[src/rtl/gemm_tile_scheduler_pkg.sv]
// gemm_tile_scheduler_pkg
// Shared types and constants for the tiled GEMM scheduler:
//   sched_state_t - scheduler FSM states
//   sched_cfg_t   - latched job descriptor (bases and tile counts)
//   tile_words()  - words per N x N tile
package gemm_tile_scheduler_pkg;

  localparam int SCHED_N      = 4;
  localparam int SCHED_DIM_W  = 16;
  localparam int SCHED_ADDR_W = 32;

  typedef enum logic [2:0] {
    IDLE,
    ISSUE,
    WAIT,
    WB,
    WB_WAIT,
    FIN
  } sched_state_t;

  typedef struct packed {
    logic [SCHED_ADDR_W-1:0] x_base;
    logic [SCHED_ADDR_W-1:0] w_base;
    logic [SCHED_ADDR_W-1:0] out_base;
    logic [SCHED_DIM_W-1:0]  m_tiles;
    logic [SCHED_DIM_W-1:0]  k_tiles;
    logic [SCHED_DIM_W-1:0]  n_tiles;
  } sched_cfg_t;

  function automatic int tile_words(input int n);
    return n * n;
  endfunction

endpackage

[src/rtl/gemm_tile_scheduler_tile_addr_gen.sv]
// tile_addr_gen
// Registers the X, W and C tile word addresses for the current (m, n, k)
// tile triple. The multiply/add path ends in a register so it never sits
// in series with the scheduler FSM.
// Ports:
//   clk, n_rst            clock, async active-low reset
//   i_m, i_n, i_k         current tile indices
//   i_cfg                 latched job descriptor
//   o_x_addr, o_w_addr    operand tile addresses (one cycle after inputs)
//   o_wb_addr             output tile address   (one cycle after inputs)
module tile_addr_gen
  import gemm_tile_scheduler_pkg::*;
#(
  parameter int N = SCHED_N
) (
  input  logic                    clk,
  input  logic                    n_rst,
  input  logic [SCHED_DIM_W-1:0]  i_m,
  input  logic [SCHED_DIM_W-1:0]  i_n,
  input  logic [SCHED_DIM_W-1:0]  i_k,
  input  sched_cfg_t              i_cfg,
  output logic [SCHED_ADDR_W-1:0] o_x_addr,
  output logic [SCHED_ADDR_W-1:0] o_w_addr,
  output logic [SCHED_ADDR_W-1:0] o_wb_addr
);

  localparam logic [SCHED_ADDR_W-1:0] TILE_WORDS = SCHED_ADDR_W'(tile_words(N));

  logic [SCHED_ADDR_W-1:0] w_xIndex;
  logic [SCHED_ADDR_W-1:0] w_wIndex;
  logic [SCHED_ADDR_W-1:0] w_cIndex;
  logic [SCHED_ADDR_W-1:0] r_xAddr;
  logic [SCHED_ADDR_W-1:0] r_wAddr;
  logic [SCHED_ADDR_W-1:0] r_wbAddr;

  // Tile indices in row-major tile order; everything wraps at ADDR_W bits.
  assign w_xIndex = SCHED_ADDR_W'(i_m) * SCHED_ADDR_W'(i_cfg.k_tiles) + SCHED_ADDR_W'(i_k);
  assign w_wIndex = SCHED_ADDR_W'(i_k) * SCHED_ADDR_W'(i_cfg.n_tiles) + SCHED_ADDR_W'(i_n);
  assign w_cIndex = SCHED_ADDR_W'(i_m) * SCHED_ADDR_W'(i_cfg.n_tiles) + SCHED_ADDR_W'(i_n);

  always_ff @(posedge clk or negedge n_rst) begin
    if (!n_rst) begin
      r_xAddr  <= '0;
      r_wAddr  <= '0;
      r_wbAddr <= '0;
    end else begin
      r_xAddr  <= i_cfg.x_base   + w_xIndex * TILE_WORDS;
      r_wAddr  <= i_cfg.w_base   + w_wIndex * TILE_WORDS;
      r_wbAddr <= i_cfg.out_base + w_cIndex * TILE_WORDS;
    end
  end

  assign o_x_addr  = r_xAddr;
  assign o_w_addr  = r_wAddr;
  assign o_wb_addr = r_wbAddr;

endmodule

[src/rtl/gemm_tile_scheduler.sv]
// gemm_tile_scheduler
// Walks every (m, n, k) tile triple of a tiled GEMM (m outer, n middle,
// k inner), launching one systolic-array multiply per triple and one
// writeback per output tile.
// Ports:
//   clk, n_rst                   clock, async active-low reset
//   cfg_*                        job descriptor handshake and fields
//   x_addr, w_addr, acc_clear,
//   start_mul, stall_mul,
//   mul_done                     systolic array control
//   wb_valid, wb_ready, wb_addr,
//   wb_done                      writeback request and completion
//   busy, done, cfg_err,
//   tiles_done                   job status
// Optional build macro SCHED_WATCHDOG_EN adds timeout_err and a 16-bit
// watchdog that aborts a job stuck in WAIT or WB_WAIT.
module gemm_tile_scheduler
  import gemm_tile_scheduler_pkg::*;
#(
  parameter int N      = SCHED_N,
  parameter int DIM_W  = SCHED_DIM_W,
  parameter int ADDR_W = SCHED_ADDR_W
) (
  input  logic              clk,
  input  logic              n_rst,
  input  logic              cfg_valid,
  output logic              cfg_ready,
  input  logic [ADDR_W-1:0] cfg_x_base,
  input  logic [ADDR_W-1:0] cfg_w_base,
  input  logic [ADDR_W-1:0] cfg_out_base,
  input  logic [DIM_W-1:0]  cfg_m_tiles,
  input  logic [DIM_W-1:0]  cfg_k_tiles,
  input  logic [DIM_W-1:0]  cfg_n_tiles,
  output logic [ADDR_W-1:0] x_addr,
  output logic [ADDR_W-1:0] w_addr,
  output logic              acc_clear,
  output logic              start_mul,
  input  logic              stall_mul,
  input  logic              mul_done,
  output logic              wb_valid,
  input  logic              wb_ready,
  output logic [ADDR_W-1:0] wb_addr,
  input  logic              wb_done,
  output logic              busy,
  output logic              done,
  output logic              cfg_err,
  output logic [31:0]       tiles_done
`ifdef SCHED_WATCHDOG_EN
  ,
  output logic              timeout_err
`endif
);

  localparam logic [SCHED_DIM_W-1:0] DIM_ONE = SCHED_DIM_W'(1);

  sched_state_t           r_state;
  sched_cfg_t             r_cfg;
  sched_cfg_t             w_cfgIn;
  logic [SCHED_DIM_W-1:0] r_m;
  logic [SCHED_DIM_W-1:0] r_n;
  logic [SCHED_DIM_W-1:0] r_k;
  logic                   r_cfgReady;
  logic                   r_startMul;
  logic                   r_accClear;
  logic                   r_wbValid;
  logic                   r_busy;
  logic                   r_done;
  logic                   r_cfgErr;
  logic [31:0]            r_tilesDone;
  logic                   w_cfgZero;

  assign w_cfgIn.x_base   = cfg_x_base;
  assign w_cfgIn.w_base   = cfg_w_base;
  assign w_cfgIn.out_base = cfg_out_base;
  assign w_cfgIn.m_tiles  = cfg_m_tiles;
  assign w_cfgIn.k_tiles  = cfg_k_tiles;
  assign w_cfgIn.n_tiles  = cfg_n_tiles;

  assign w_cfgZero = (cfg_m_tiles == '0) || (cfg_k_tiles == '0) || (cfg_n_tiles == '0);

`ifdef SCHED_WATCHDOG_EN
  logic [15:0]  r_wdog;
  sched_state_t r_prevState;
  logic         r_timeoutErr;
  logic         w_timeout;

  // The counter restarts whenever the state changed on the previous edge
  // and saturates so a stuck job keeps reporting the timeout condition.
  always_ff @(posedge clk or negedge n_rst) begin
    if (!n_rst) begin
      r_wdog      <= '0;
      r_prevState <= IDLE;
    end else begin
      r_prevState <= r_state;
      if (r_state != r_prevState) begin
        r_wdog <= '0;
      end else if (r_wdog != 16'hFFFF) begin
        r_wdog <= r_wdog + 16'd1;
      end
    end
  end

  assign w_timeout   = ((r_state == WAIT) || (r_state == WB_WAIT)) && (r_wdog == 16'hFFFF);
  assign timeout_err = r_timeoutErr;
`endif

  // Pulses (start_mul, acc_clear, done) default low every cycle so each
  // assertion lasts exactly one cycle. Counters only move on mul_done in
  // WAIT and wb_done in WB_WAIT, which keeps the registered addresses
  // stable across each multiply.
  always_ff @(posedge clk or negedge n_rst) begin
    if (!n_rst) begin
      r_state     <= IDLE;
      r_cfg       <= '0;
      r_m         <= '0;
      r_n         <= '0;
      r_k         <= '0;
      r_cfgReady  <= 1'b1;
      r_startMul  <= 1'b0;
      r_accClear  <= 1'b0;
      r_wbValid   <= 1'b0;
      r_busy      <= 1'b0;
      r_done      <= 1'b0;
      r_cfgErr    <= 1'b0;
      r_tilesDone <= '0;
`ifdef SCHED_WATCHDOG_EN
      r_timeoutErr <= 1'b0;
`endif
    end else begin
      r_startMul <= 1'b0;
      r_accClear <= 1'b0;
      r_done     <= 1'b0;
      case (r_state)
        IDLE: begin
          if (cfg_valid) begin
            r_cfg       <= w_cfgIn;
            r_m         <= '0;
            r_n         <= '0;
            r_k         <= '0;
            r_tilesDone <= '0;
            r_cfgReady  <= 1'b0;
`ifdef SCHED_WATCHDOG_EN
            r_timeoutErr <= 1'b0;
`endif
            if (w_cfgZero) begin
              r_cfgErr <= 1'b1;
              r_done   <= 1'b1;
              r_state  <= FIN;
            end else begin
              r_cfgErr <= 1'b0;
              r_busy   <= 1'b1;
              r_state  <= ISSUE;
            end
          end
        end
        ISSUE: begin
          if (!stall_mul) begin
            r_startMul <= 1'b1;
            r_accClear <= (r_k == '0);
            r_state    <= WAIT;
          end
        end
        WAIT: begin
          if (mul_done) begin
            if (r_k == r_cfg.k_tiles - DIM_ONE) begin
              r_wbValid <= 1'b1;
              r_state   <= WB;
            end else begin
              r_k     <= r_k + DIM_ONE;
              r_state <= ISSUE;
            end
          end
        end
        WB: begin
          if (wb_ready) begin
            r_wbValid <= 1'b0;
            r_state   <= WB_WAIT;
          end
        end
        WB_WAIT: begin
          if (wb_done) begin
            r_tilesDone <= r_tilesDone + 32'd1;
            r_k         <= '0;
            if (r_n == r_cfg.n_tiles - DIM_ONE) begin
              r_n <= '0;
              if (r_m == r_cfg.m_tiles - DIM_ONE) begin
                r_busy  <= 1'b0;
                r_done  <= 1'b1;
                r_state <= FIN;
              end else begin
                r_m     <= r_m + DIM_ONE;
                r_state <= ISSUE;
              end
            end else begin
              r_n     <= r_n + DIM_ONE;
              r_state <= ISSUE;
            end
          end
        end
        FIN: begin
          r_cfgReady <= 1'b1;
          r_state    <= IDLE;
        end
        default: r_state <= IDLE;
      endcase
`ifdef SCHED_WATCHDOG_EN
      // A stuck array or writeback engine abandons the job through FIN.
      if (w_timeout) begin
        r_timeoutErr <= 1'b1;
        r_wbValid    <= 1'b0;
        r_busy       <= 1'b0;
        r_done       <= 1'b1;
        r_state      <= FIN;
      end
`endif
    end
  end

  tile_addr_gen #(
    .N(N)
  ) u_addr_gen (
    .clk       (clk),
    .n_rst     (n_rst),
    .i_m       (r_m),
    .i_n       (r_n),
    .i_k       (r_k),
    .i_cfg     (r_cfg),
    .o_x_addr  (x_addr),
    .o_w_addr  (w_addr),
    .o_wb_addr (wb_addr)
  );

  assign cfg_ready  = r_cfgReady;
  assign start_mul  = r_startMul;
  assign acc_clear  = r_accClear;
  assign wb_valid   = r_wbValid;
  assign busy       = r_busy;
  assign done       = r_done;
  assign cfg_err    = r_cfgErr;
  assign tiles_done = r_tilesDone;

endmodule
[config.mk]
export PLATFORM = sky130hd
export DESIGN_NAME = gemm_tile_scheduler
export DESIGN_NICKNAME = d
export VERILOG_FILES = /design/src/rtl/gemm_tile_scheduler_pkg.sv /design/src/rtl/gemm_tile_scheduler_tile_addr_gen.sv /design/src/rtl/gemm_tile_scheduler.sv
export SDC_FILE = /design/constraint.sdc
export NUM_CORES = 2
export LEC_CHECK = 0
export ABC_AREA = 1
export CAP_MARGIN = 40
export CORE_UTILIZATION = 60
export DETAILED_ROUTE_END_ITERATION = 8
export HOLD_SLACK_MARGIN = 0.02
export PLACE_DENSITY = 0.79
export SLEW_MARGIN = 20
export SYNTH_ARGS = -nofsm -noshare
export SYNTH_HDL_FRONTEND = slang
export SYNTH_SLANG_ARGS = --single-unit
[constraint.sdc]
create_clock -name clk -period 11.7 [get_ports clk]
set_clock_uncertainty 0.05 [all_clocks]
set_input_delay 3.51 -clock clk [delete_from_list [all_inputs] [get_ports clk]]
set_output_delay 3.51 -clock clk [all_outputs]
set_load 0.01 [all_outputs]
# --- Word-level counts from Yosys, hierarchy flattened ---
# Cells that the tools add are included.
# Widths: inputs -> output; s select.
totals:
  regBits: 330
  input_bits: 151
  out_inout_bits: 135
  wordCells: 122
classes:
  addsub: 13
  n_mul: 3
  eq_ne: 19
  mux: 47
  n_reduce_logical: 19
ops:
  columns: ["operator", "n"]
  rows:
  - ["$mux 16", 9]
  - ["$add 32x32->32", 3]
  - ["$add 28x16->28", 3]
  - ["$mul 16x16->28", 3]
  - ["$logic_not 16->1", 4]
  - ["$mux 32", 2]
  - ["$pmux 16 s2", 2]
  - ["$pmux 32 s2", 1]
  - ["$add 16x1->16 const B", 3]
  - ["$eq 16x16->1", 3]
  - ["$pmux 16 s3", 1]
  - ["$sub 16x1->16 const B", 3]
  - ["$add 32x1->32 const B", 1]
  - ["$mux 3", 8]
  - ["$ne 2x2->1 const B", 11]
  - ["$mux 1", 18]
  - ["$pmux 3 s5", 1]
  - ["$reduce_and 5->1", 3]
  - ["$pmux 1 s2", 4]
  - ["$eq 3x2->1 const B", 2]
  - ["$eq 3x3->1 const B", 2]
  - ["$reduce_and 6->1", 1]
  - ["$reduce_bool 2->1", 3]
  - ["$reduce_and 2->1", 2]
  - ["7 further kinds", 8]

# --- Logic depth before layout (Yosys ltp) ---
logic_depth:
  word_depth: 6
  depth_mapped: 37
  ltp_nobuf: 35

# --- Modules after synthesis ---
# A second synthesis with hierarchy kept.
unflattened:
  hier_cells: 6366
  hier_area_um2: 47262.8
by_module_without_submodules:
  columns: ["module", "n_inst", "cells_per_inst", "area_per_inst_um2", "seq_area_each_um2"]
  rows:
  - ["tile_addr_gen", 1, 4672, 34628.2, 2402.3]
  - ["gemm_tile_scheduler", 1, 1694, 12634.6, 5856.9]

# --- Worst setup path before layout ---
# No wires, ideal clock.
synth_timing:
  path_type: "register -> register"
  from: "register r_k[10]"
  to: "register u_addr_gen.r_wAddr[27], in the netlist u_addr_gen.o_w_addr[27]"
  setup_ps: 79
  t_arrival_ps: 6830
  t_required_ps: 11571
  setup_slack_ps: 4741
  path_stages_with_launch: 33
  path_buffers: 2
  synth_period_minus_slack_ps: 6959
  path_cell_list: "dfrtp_1 > buf_2 > clkbuf_1 > nand2_1 > fa_1 > fa_1 > fa_1 > fa_1 > inv_1 > fa_1 > inv_1 > fa_1 > inv_1 > ha_1 > inv_1 > nor3_1 > nand2_1 > nand2_1 > a31oi_1 > o21ai_0 > nand3_1 > nand3_1 > nand2_1 > ha_1 > nand2_1 > nor2_1 > inv_1 > nor3_1 > nand2_1 > o211ai_1 > nand2_1 > nand2_1 > xor2_1"
synth_via:
  elab_chain_len: 3
synth_rtl:
  columns: ["item", "line", "source"]
  rows:
  - ["from (decl)", "gemm_tile_scheduler.sv:61", "logic [SCHED_DIM_W-1:0] r_k;"]
  - ["from (signal assigned)", "gemm_tile_scheduler.sv:169", "r_k <= r_k + DIM_ONE;"]
  - ["$mul 16x16->28", "gemm_tile_scheduler_tile_addr_gen.sv:38", "assign w_wIndex = SCHED_ADDR_W'(i_k) * SCHED_ADDR_W'(i_cfg.n_tiles) + SCHED_ADDR_W'(i_n);"]
  - ["$add 28x16->28", "gemm_tile_scheduler_tile_addr_gen.sv:38", null]
  - ["$add 32x32->32", "gemm_tile_scheduler_tile_addr_gen.sv:48", "r_wAddr <= i_cfg.w_base + w_wIndex * TILE_WORDS;"]
  - ["to (signal assigned)", "gemm_tile_scheduler_tile_addr_gen.sv:48", null]
  - ["to (decl)", "gemm_tile_scheduler_tile_addr_gen.sv:33", "logic [SCHED_ADDR_W-1:0] r_wAddr;"]
# No other way between the ends.
# A chain may end at the register's enable or synchronous reset.

# --- Worst setup path after layout ---
layout_timing:
  from: "register r_cfg[1] in the netlist's numbering"
  to: "register u_addr_gen.r_wAddr[27], in the netlist u_addr_gen.o_w_addr[27]"
layout_via:
  elab_chain_len: 3
layout_rtl:
  columns: ["item", "line", "source"]
  rows:
  - ["from (decl)", "gemm_tile_scheduler.sv:57", "sched_cfg_t r_cfg;"]
  - ["from (signal assigned)", "gemm_tile_scheduler.sv:136", "r_cfg <= w_cfgIn;"]
  - ["$mul 16x16->28", "gemm_tile_scheduler_tile_addr_gen.sv:38", null]
  - ["$add 28x16->28", "gemm_tile_scheduler_tile_addr_gen.sv:38", null]
  - ["$add 32x32->32", "gemm_tile_scheduler_tile_addr_gen.sv:48", null]
# No other way between the ends.

==> impl_metrics.ini <==
[clock_network]
cts_post_setup_buffers_inserted = 0
clockBufferDepth = 3
clk_latency_ps = 600
cts_max_level = 2
tritoncts = done
cts_buffers = 42
clk_pin_slew_worst_paths_ps = 60
postCtsResizedCells = 0
root_buffer = clkbuf_16
numClockSinks = 330
cts_hold_buf = 0

[logic_synthesis]
async_flop_share_pct = 100
synth_edf_count = 0
ys_seq_elements = 330
synthTopCellsByArea = fa_1 27%, dfrtp_1 18%, nand2_1 14%, inv_1 11%, ha_1 9.6%
yosysUniqueCellTypes = 63
syn-num-nets = 7054
synthCells = 5935
avgSynthCellArea_um2 = 7.69
synth-main-ff-cell = dfrtp_1
ys_seq_area_share_pct = 18.1
syn-cell-area_um2 = 45600
synth.largest_area_cell = fa_1
synth_top_area_share_pct = 27.1
yosysWarnings = 0

[timing]
max_slew_margin_pct = 34.7
fin_crit_ps = 7960
hold_viol = 0
finalSetupViolCount = 0
rsz0062_at_grt = false
max_freq_mhz = 126
fin_tns_setup_ps = 0
period_share_pct = 68.0
tightest_slew_ps = 979
drv_slew = 0

[power]
ir_worst_vdd_uv = 158
power.density_nw_per_um2 = 133
power_mw = 6.76
p_leak_nw = 28.7

[finish]
area_growth_pct = 11.7
fillers = 6162
nets = 7213
mostFrequentLayoutCell = nand2_1
final_layout_size_suffix_gt1_share_pct = 3.89
layout_common_cells = 1697 x nand2_1, 1368 x inv_1, 618 x fa_1
layoutNonFillerInstCount = 7095
antenna_cells = 0

[die]
initial_utilization_pct = 61.0
die_w_um = 278
rows = 100
die_h_um = 278
num_io_pins = 286
dieArea_um2 = 77200
core-area_um2 = 74800

[global_route]
grt_usage_pct = 33.4
antenna_found_initial = 1
overflow = 0
grt_pass1_wl_mm = 205
grt_max_degree = 158
first_global_vias = 40300

[detailed_routing]
first_iter_violations = 3220
vias = 38600
drt-vias-per-instance = 5.45
wire_per_inst_um = 17.7
drt_first_pass_iters = 7
routed_wirelength_mm = 125
route.detailed.drc = 0
ant_nets = 0

[worst_setup_path]
cp-start-kind = flip-flop
slowest_delay_ps = 800
cp_slowest_cell = dfrtp_1
worstPathRequired_ps = 12170
worst-path-max-fanout = 19
end_kind = flip-flop
cp.buffers_inverters = 6
cp.arrival_ps = 8430
crit_top_cell = nand2_1
crit_family = adder cells
path_class = flip-flop to flip-flop

[run_status]
status = complete, no violations

[hold_path]
hp-class = flip-flop to flip-flop

[place]
dp.cells = 7013
hpwlAfterDp_mm = 97.2
gp_congestion = 0.973
io_buffers = 285

[flow_run]
maxCapViolations = 0
[area by class of cell]
class	count	area [um2]	share of cell area, %
multi-input cells	3988	31200	61.2
inverters	1383	5200	10.2
repair buffers	349	3670	7.20
clock inverters	25	295	0.579
well taps	969	1210	2.38
clock buffers	51	1150	2.27
flip-flops and latches	330	8270	16.2
[per-layer routing]
layer / vias to the layer above / wire (um) / track usage [%]
li1: 18000 / - / -
met1: 18700 / 48800 / 42.2
met2: 1676 / 59700 / 55.9
met3: 288 / 11400 / 6.52
met4: 2 / 5430 / 14.0
met5: - / 13 / 0
[where the power goes]
group          internal, mW  switching, mW  leakage, nW
Clock                 0.802          0.576        0.690
Sequential             1.56          0.442         4.22
Combinational          1.21           2.17         23.8
[per-stage QoR]
step / setup slack, ps / hold WS (ps) / area, um2 / util, %
2_1_floorplan: 4740 / 304 / 45600 / -
3_3_place_gp: 4020 / 306 / 49000 / 65.5
3_5_place_dp: 3910 / 313 / 49400 / 66.1
4_1_cts: 3840 / 328 / 50900 / 68.0
5_1_grt: 3240 / 337 / 51000 / 68.1
6_report: 3740 / 325 / 51000 / 68.1
[sequential cells by signal (all words and copies together) (netlist names)]
signal / count
r_cfg: 144
u_addr_gen.o_wb_addr: 32
r_m: 16
u_addr_gen.o_x_addr: 32
u_addr_gen.o_w_addr: 32
done: 1
wb_valid: 1
tiles_done: 32
r_k: 16
start_mul: 1
cfg_err: 1
r_n: 16
busy: 1
cfg_ready: 1
acc_clear: 1
r_state: 3
[cell usage after synthesis (55+ instances only)]
cell type  number
nor2_1        236
o21ai_0       118
inv_1        1369
nand2_1      1697
clkbuf_1      128
nand4_1        86
nor3_1         55
a21oi_1       182
nand3_1       158
fa_1          618
xor2_1        174
dfrtp_1       329
xnor2_1        80
ha_1          350
[kinds of logic (layout without fill, tap and decap cells)]
kind of cell,Yosys count,after routing,synth area share (%)
xor+xnor,256,256,4.96
flops,330,330,18.1
mux,1,1,0.0219
fa+ha+maj,968,968,36.7
compound gates,399,399,4.90
simple gates,2364,2364,21.7
buf+inv,1617,1808,13.6
[path summary, 6_finish.rpt]
path                       slack (ps)  startpoint  cells after the start                      end
min                               330   r_cfg[81]                      0   u_addr_gen.o_w_addr[1]
max in group asynchronous        7270       n_rst                      2                r_cfg[11]
max reg2reg                      3740    r_cfg[1]                     31  u_addr_gen.o_w_addr[27]
max                              3740    r_cfg[1]                     31  u_addr_gen.o_w_addr[27]
min reg2reg                       330   r_cfg[81]                      0   u_addr_gen.o_w_addr[1]
min in group asynchronous        2880       n_rst                      1                r_cfg[43]
Power figures use the tool's default switching activity.
